<file path="src/rtl/online_sd_to_tc.sv">
// Purpose: on-the-fly conversion of an MSD-first borrow-save digit stream into a two's-complement word.
// Latency: out_valid rises on the edge that accepts the final digit of a frame (no extra pipeline stage).
// Backpressure: only a final digit that would overwrite an unread result is stalled; earlier digits flow.
module online_sd_to_tc #(
    parameter int Stage = 8
) (
    input  logic             clk,
    input  logic             rst,
    input  logic             in_valid,
    output logic             in_ready,
    input  logic [1:0]       in_digit,
    output logic             out_valid,
    input  logic             out_ready,
    output logic [Stage:0]   out_data
);

    localparam int CW = $clog2(Stage) + 1;
    localparam logic [CW-1:0] LAST_CNT = CW'(Stage - 1);

    typedef enum logic {
        EMPTY = 1'b0,
        FULL  = 1'b1
    } state_t;

    state_t         state_q, state_d;
    logic [Stage:0] q_q, q_d;
    logic [Stage:0] qm_q, qm_d;
    logic [Stage:0] out_data_q, out_data_d;
    logic [CW-1:0]  cnt_q, cnt_d;

    logic           dig_pos;
    logic           dig_neg;
    logic           last_digit;
    logic           xfer;
    logic           fin;
    logic [Stage:0] q_next;
    logic [Stage:0] qm_next;

    // Digit decode, handshake and the Q/QM shift-append candidates for this digit.
    always_comb begin
        dig_pos    = in_digit[1] & ~in_digit[0];
        dig_neg    = in_digit[0] & ~in_digit[1];
        last_digit = (cnt_q == LAST_CNT);
        in_ready   = !((state_q == FULL) && !out_ready && last_digit);
        xfer       = in_valid && in_ready;
        fin        = xfer && last_digit;
        // Zero digit (00 or 11) is the default: Q appends 0, QM appends 1.
        q_next     = {q_q[Stage-1:0], 1'b0};
        qm_next    = {qm_q[Stage-1:0], 1'b1};
        if (dig_pos) begin
            q_next  = {q_q[Stage-1:0], 1'b1};
            qm_next = {q_q[Stage-1:0], 1'b0};
        end else if (dig_neg) begin
            q_next  = {qm_q[Stage-1:0], 1'b1};
            qm_next = {qm_q[Stage-1:0], 1'b0};
        end
    end

    // Datapath next state: accumulate accepted digits, capture and reinitialise on the final one.
    always_comb begin
        q_d        = q_q;
        qm_d       = qm_q;
        cnt_d      = cnt_q;
        out_data_d = out_data_q;
        if (xfer) begin
            if (last_digit) begin
                out_data_d = q_next;
                q_d        = '0;
                qm_d       = '1;
                cnt_d      = '0;
            end else begin
                q_d   = q_next;
                qm_d  = qm_next;
                cnt_d = cnt_q + 1'b1;
            end
        end
    end

    // Output-side FSM: a new result always wins over the pending one being drained.
    always_comb begin
        state_d = state_q;
        case (state_q)
            EMPTY: if (fin) state_d = FULL;
            FULL: begin
                if (fin)            state_d = FULL;
                else if (out_ready) state_d = EMPTY;
            end
            default: state_d = EMPTY;
        endcase
    end

    // State registers with synchronous reset; a partial frame is discarded on reset.
    always_ff @(posedge clk) begin
        if (rst) begin
            state_q    <= EMPTY;
            q_q        <= '0;
            qm_q       <= '1;
            cnt_q      <= '0;
            out_data_q <= '0;
        end else begin
            state_q    <= state_d;
            q_q        <= q_d;
            qm_q       <= qm_d;
            cnt_q      <= cnt_d;
            out_data_q <= out_data_d;
        end
    end

    assign out_valid = (state_q == FULL);
    assign out_data  = out_data_q;

endmodule

</file>
<file path="config.mk">
export PLATFORM = sky130hd
export DESIGN_NAME = online_sd_to_tc
export DESIGN_NICKNAME = d
export VERILOG_FILES = /design/src/rtl/online_sd_to_tc.sv
export SDC_FILE = /design/constraint.sdc
export NUM_CORES = 1
export LEC_CHECK = 0
export BUFFER_PORTS_ARGS = -buffer_cell sky130_fd_sc_hd__buf_4
export CELL_PAD_IN_SITES_DETAIL_PLACEMENT = 0
export CELL_PAD_IN_SITES_GLOBAL_PLACEMENT = 1
export CORE_MARGIN = 8
export CORE_UTILIZATION = 43
export CTS_CLUSTER_DIAMETER = 200
export DETAILED_ROUTE_END_ITERATION = 7
export GPL_TIMING_DRIVEN = 1
export PLACE_DENSITY_LB_ADDON = 0.1
export SLEW_MARGIN = 0
export SYNTH_ARGS = -nofsm -noshare
export SYNTH_HDL_FRONTEND = slang
export SYNTH_SLANG_ARGS = --single-unit
</file>
<file path="constraint.sdc">
create_clock -name clk -period 1.9 [get_ports clk]
set_input_delay 0.095 -clock clk [delete_from_list [all_inputs] [get_ports clk]]
set_output_delay 0.095 -clock clk [all_outputs]
set_load 0.02 [all_outputs]
</file>
==> flow_metrics.env, run 1 <==
export IMPL_gp_congestion=0.716
export IMPL_synth_edf_count=0
export IMPL_num_vias=1046
export IMPL_initial_core_util_pct=44.8
export IMPL_postCtsSetupBuffers=0
export IMPL_r2r_start="cnt_q[0]"
export IMPL_final_hold_viol_count=0
export IMPL_yosysWarnings=0
export IMPL_worst_r2r_cell_count=4
export IMPL_path_class="flop to flop"
export IMPL_hold_ws_ns=0.122
export IMPL_end_kind="flop"
export IMPL_min_path_cells=4
export IMPL_async_flop_share_pct=0
export IMPL_worst_slew_margin_rel_pct=62.8
export IMPL_reg2reg_to="qm_q[3]"
export IMPL_ios=17
export IMPL_coreArea_um2=3030
export IMPL_antenna_left=0
export IMPL_grt_first_pass_wirelength_um=4960
export IMPL_clkTransAtPathRegs_ns=0.09
export IMPL_viasPerCell=5.34
export IMPL_setup_worst_path_start_class="flop"
export IMPL_min_period_over_period_pct=84.3
export IMPL_clk_path_buf_depth=2
export IMPL_finalSetupViolations=0
export IMPL_fmax_mhz=624
export IMPL_dieArea_um2=5210
export IMPL_synth_distinct_cells=29
export IMPL_htreeDepth=2
export IMPL_powerDensity_nw_per_um2=756
export IMPL_fin_ws_ns=0.298
export IMPL_synthToLayoutAreaGrowth_pct=12.9
export IMPL_ctsResizeCount=0
export IMPL_setup_reg_to_reg_worst_slack_ns=0.30
export IMPL_path_max_fanout=7
export IMPL_drive_gt1_share_pct=19.1
export IMPL_ys_flop_type="dfxtp_1"
export IMPL_min_period_ns=1.60
export IMPL_die_h_um=72.2
export IMPL_synth_fp_nets=147
export IMPL_place_hpwl_um=2030
export IMPL_drt_wl_total_um=2910
export IMPL_hp_class="input pin to flop"
export IMPL_antenna_found_initial=0
export IMPL_finalSetupTns_ns=0
export IMPL_drv_slew=0
export IMPL_cts_buffers_inserted=5
export IMPL_drt_iter0_drc=57
export IMPL_wire_per_inst_um=14.8
export IMPL_grt_pass1_vias=1044
export IMPL_tritoncts="done"
export IMPL_worstHoldStart="out_ready"
export IMPL_mappedNetlistArea_um2=1360
export IMPL_final_nets=162
export IMPL_rsz0062_at_grt="false"
export IMPL_clk_latency_ns=0.32
export IMPL_io_buffers=16
export IMPL_n_fill_cell=305
export IMPL_drc=0
export IMPL_required_ns=2.09
export IMPL_gr_total_overflow=0
export IMPL_numClockSinks=30
export IMPL_min_to="out_valid"
export IMPL_hold_buffers=0
export IMPL_worst_pin_slew_ns=0.555
export IMPL_final_util_pct=50.6
export IMPL_dr_pass1_iters=3
export IMPL_crit_arrival_ns=1.79
export IMPL_status="finished clean"
export IMPL_synthCells=138
export IMPL_syn_area_per_cell_um2=9.83
export IMPL_place_ws_ns=0.302
export IMPL_ys_seq_elements=30
export IMPL_grt_max_degree=34
export IMPL_rows=20
export IMPL_cts_root_buf="clkbuf_4"
export IMPL_finClkSkew_ns=0.00806
export IMPL_num_antenna_cells=0
export IMPL_track_usage_pct=12.3
export IMPL_yosysSeqAreaShare_pct=44.3
export IMPL_drv_cap=0
export IMPL_ir_drop_uv=437
export IMPL_power_leakage_uw=0.000577
export IMPL_die_w_um=72.2
[metrics by stage]
step	area (µm²)	power, µW	cells
4_1_cts	1530	1180	196
3_5_place_dp	1480	808	190
3_3_place_gp	1480	804	190
5_1_grt	1530	1220	196
2_1_floorplan	1360	772	138
6_report	1530	1160	196
[worst max path at each step]
stage,end,start,cells past startpoint
CTS,in_ready,cnt_q[0],4
finish,qm_q[3],cnt_q[0],4
global route,qm_q[7],cnt_q[0],4
global placement,qm_q[2],cnt_q[0],4
detailed placement,qm_q[3],cnt_q[0],4
floorplan,qm_q[0],cnt_q[0],5
[power by group]
group,switching (µW),total [µW],internal [µW]
clock,200,367,166
combinational,67.5,119,51.8
sequential,17.7,671,654
total,286,1160,872
[synthesized netlist by cell type (all sizes together) (3+ instances only)]
cell	count	area, µm²
a21oi	13	65.1
buf	6	47.5
nand2	5	18.8
dfxtp	30	601
inv	10	37.5
o32ai	7	61.3
ha	3	37.5
nor2	9	33.8
clkbuf	3	11.3
a22oi	7	52.6
nand2b	4	25.0
a211oi	10	75.1
mux2i	15	150
[kinds of logic (layout without fill, tap and decap cells)]
logic type	after synthesis	after routing	share of synthesized area, %
compound gates	42	42	22.3
fa+ha+maj	3	3	2.77
buf+inv	19	33	7.10
flops	30	30	44.3
mux	15	15	11.1
simple gates	29	29	12.5
[area by class of cell]
class                           instances  area (µm²)  share of cell area [%]
Clock buffer                            6        51.3                    3.35
Sequential cell                        30         601                    39.2
Inverter                               10        37.5                    2.45
Multi-Input combinational cell         89         659                    43.1
Timing Repair Buffer                   17         128                    8.33
Tap cell                               44        55.1                    3.59
[critical path: stages (launching register included)]
cell and delay, ns:
dfxtp_1 0.34, ha_1 0.26, and3b_2 0.25, nor3b_2 0.48, a22oi_1 0.14
[routing by layer]
metal,wire length [µm],track usage (%)
met5,0,0
met1,1300,14.1
met4,49,5.44
met2,1430,20.0
met3,123,4.68
[placed cells by master (no fill, tap or decap), drive strengths merged, types with 3 or more instances in the layout]
cell    instances
nor2            9
a211oi         10
dfxtp          30
clkbuf          6
a22oi           7
nand2b          4
o32ai           7
ha              3
mux2i          15
inv            10
nand2           5
a21oi          13
buf            17
[state kept, by name, indices dropped and copies added, names as in the netlist]
name and cells:
cnt_q 4, qm_q 8, q_q 8, out_valid 1, out_data 9
Power figures use the tool's default switching activity.
==> run 2: changes to the inputs <==
--- a/config.mk
+++ b/config.mk
@@ -9,7 +9,7 @@
 export CELL_PAD_IN_SITES_DETAIL_PLACEMENT = 0
 export CELL_PAD_IN_SITES_GLOBAL_PLACEMENT = 1
 export CORE_MARGIN = 8
-export CORE_UTILIZATION = 43
+export CORE_UTILIZATION = 39
 export CTS_CLUSTER_DIAMETER = 200
 export DETAILED_ROUTE_END_ITERATION = 7
 export GPL_TIMING_DRIVEN = 1
==> constraint.sdc (replaced) <==
create_clock -name clk -period 1.3 [get_ports clk]
set_input_delay 0.065 -clock clk [delete_from_list [all_inputs] [get_ports clk]]
set_output_delay 0.065 -clock clk [all_outputs]
set_load 0.02 [all_outputs]
==> run 2 against run 1 <==
Against the previous run: clock power increased by 49%; maximum frequency is 18% higher; the run now ends with setup timing left; non-clock buffer count grew 13; clock skew about the same; wire length increased by 10%; highest routed layer unchanged; die area grew 7.9%; cell area is 20% higher; combinational power is 120% higher.
==> flow_metrics.env, run 2 (synthesis results as in run 1) <==
export IMPL_initial_core_util_pct=40.6
export IMPL_drv_cap=0
export IMPL_post_layout_nonfiller_instances=211
export IMPL_min_period_over_period_pct=105
export IMPL_die_h_um=75.0
export IMPL_final_hold_viol_count=0
export IMPL_hp_class="input pin to flop"
export IMPL_cts_buffers_inserted=5
export IMPL_highest_layer="met4"
export IMPL_powerDensity_nw_per_um2=980
export IMPL_synthToLayoutAreaGrowth_pct=35.1
export IMPL_setup_reg_to_reg_worst_slack_ns=-0.06
export IMPL_viasPerCell=5.29
export IMPL_dr_pass1_iters=4
export IMPL_drt_iter0_drc=36
export IMPL_grt_first_pass_wirelength_um=5020
export IMPL_crit_arrival_ns=1.56
export IMPL_clkTransAtPathRegs_ns=0.09
export IMPL_antenna_found_initial=0
export IMPL_track_usage_pct=12.0
export IMPL_fin_ws_ns=-0.0587
export IMPL_rsz0062_at_grt="true"
export IMPL_final_nets=175
export IMPL_drt_wl_total_um=3210
export IMPL_setup_worst_path_start_class="flop"
export IMPL_htreeDepth=2
export IMPL_tritoncts="done"
export IMPL_rows=21
export IMPL_drc=0
export IMPL_worst_pin_slew_ns=0.428
export IMPL_path_max_fanout=4
export IMPL_finalSetupViolations=10
export IMPL_wire_per_inst_um=15.2
export IMPL_drive_gt1_share_pct=39.4
export IMPL_numClockSinks=30
export IMPL_cts_root_buf="clkbuf_4"
export IMPL_io_buffers=16
export IMPL_die_w_um=75.0
export IMPL_final_cell_mix="dfxtp_1, buf_4, mux2i_1"
export IMPL_place_ws_ns=-0.0193
export IMPL_grt_max_degree=34
export IMPL_final_common_cell="dfxtp_1"
export IMPL_clk_latency_ns=0.32
export IMPL_largest_reg_flops=9
export IMPL_ios=17
export IMPL_clk_path_buf_depth=2
export IMPL_failed_checks="setup timing"
export IMPL_num_antenna_cells=0
export IMPL_finalSetupTns_ns=-0.181
export IMPL_drv_slew=0
export IMPL_antenna_left=0
export IMPL_met1Wirelength_um=1620
export IMPL_design_power_total_uw=1800
export IMPL_min_period_ns=1.36
export IMPL_fmax_mhz=736
export IMPL_grt_pass1_vias=1042
export IMPL_dr_wl_met3_um=147
export IMPL_n_fill_cell=321
export IMPL_end_kind="flop"
export IMPL_gp_congestion=0.728
export IMPL_wl_met2_um=1400
export IMPL_place_hpwl_um=2220
export IMPL_coreArea_um2=3340
export IMPL_power_leakage_uw=0.000677
export IMPL_finClkSkew_ns=0.00792
export IMPL_required_ns=1.50
export IMPL_path_class="flop to flop"
export IMPL_status="complete, but fails checks"
export IMPL_dieArea_um2=5620
export IMPL_gr_total_overflow=0
export IMPL_hold_ws_ns=0.109
export IMPL_worst_slew_margin_rel_pct=70.7
export IMPL_num_vias=1117
export IMPL_hold_buffers=0
export IMPL_ir_drop_uv=577
export IMPL_dp_cells=203
run 2: changes by cell type in the layout (fill, tap and decap cells not counted), moves of 3 or more:
cell,delta
buf_4,+8
a22oi_1,-7
a211oi_1,-3
o32ai_2,+5
a211oi_2,+3
a22oi_2,+7
buf_12,+3
o32ai_1,-7
run 2: area by class of cell:
class / count / area [µm²] / share of cell area [%]
multi-input combinational: 89 / 812 / 44.3
sequential: 30 / 603 / 32.9
timing repair buffer: 30 / 270 / 14.8
tap: 46 / 57.6 / 3.14
clock buffer: 6 / 51.3 / 2.80
inverter: 10 / 37.5 / 2.05
run 2: repair_timing:
item                       CTS  global route
gates resized for setup      5            20
setup endpoints to repair    6            22
cloned                       0             0
setup buffers                0             2
pin swaps                    4            11
run 2: per-layer routing:
metal,GRT usage [%],vias up
li1,-,560
met2,17.1,19
met5,0,-
met1,15.8,533
met3,4.13,5
met4,5.22,0
run 2: power by group:
part | internal, µW | switching [µW]
sequential | 957 | 30.2
clock | 244 | 301
combinational | 122 | 142
total | 1320 | 474
run 2: per-stage QoR:
stage	cell area, µm²	util, %
floorplan	1370	-
global placement	1620	48.5
detailed placement	1620	48.5
CTS	1690	50.6
global route	1830	54.9
finish	1830	54.9
run 2: path summary, 6_finish.rpt:
path | startpoint | endpoint | depth (start not counted)
worst max-delay path | cnt_q[0] | qm_q[0] | 4
worst min-delay path | in_valid | q_q[0] | 3
worst max register to register | cnt_q[0] | qm_q[0] | 4
worst min register to register | cnt_q[3] | cnt_q[3] | 2
run 2: critical path, cell delays in order, from the launching register on:
cell      delay, ns
dfxtp_2        0.37
ha_4           0.15
and3b_2        0.24
a21oi_1        0.11
a2111o_1       0.38
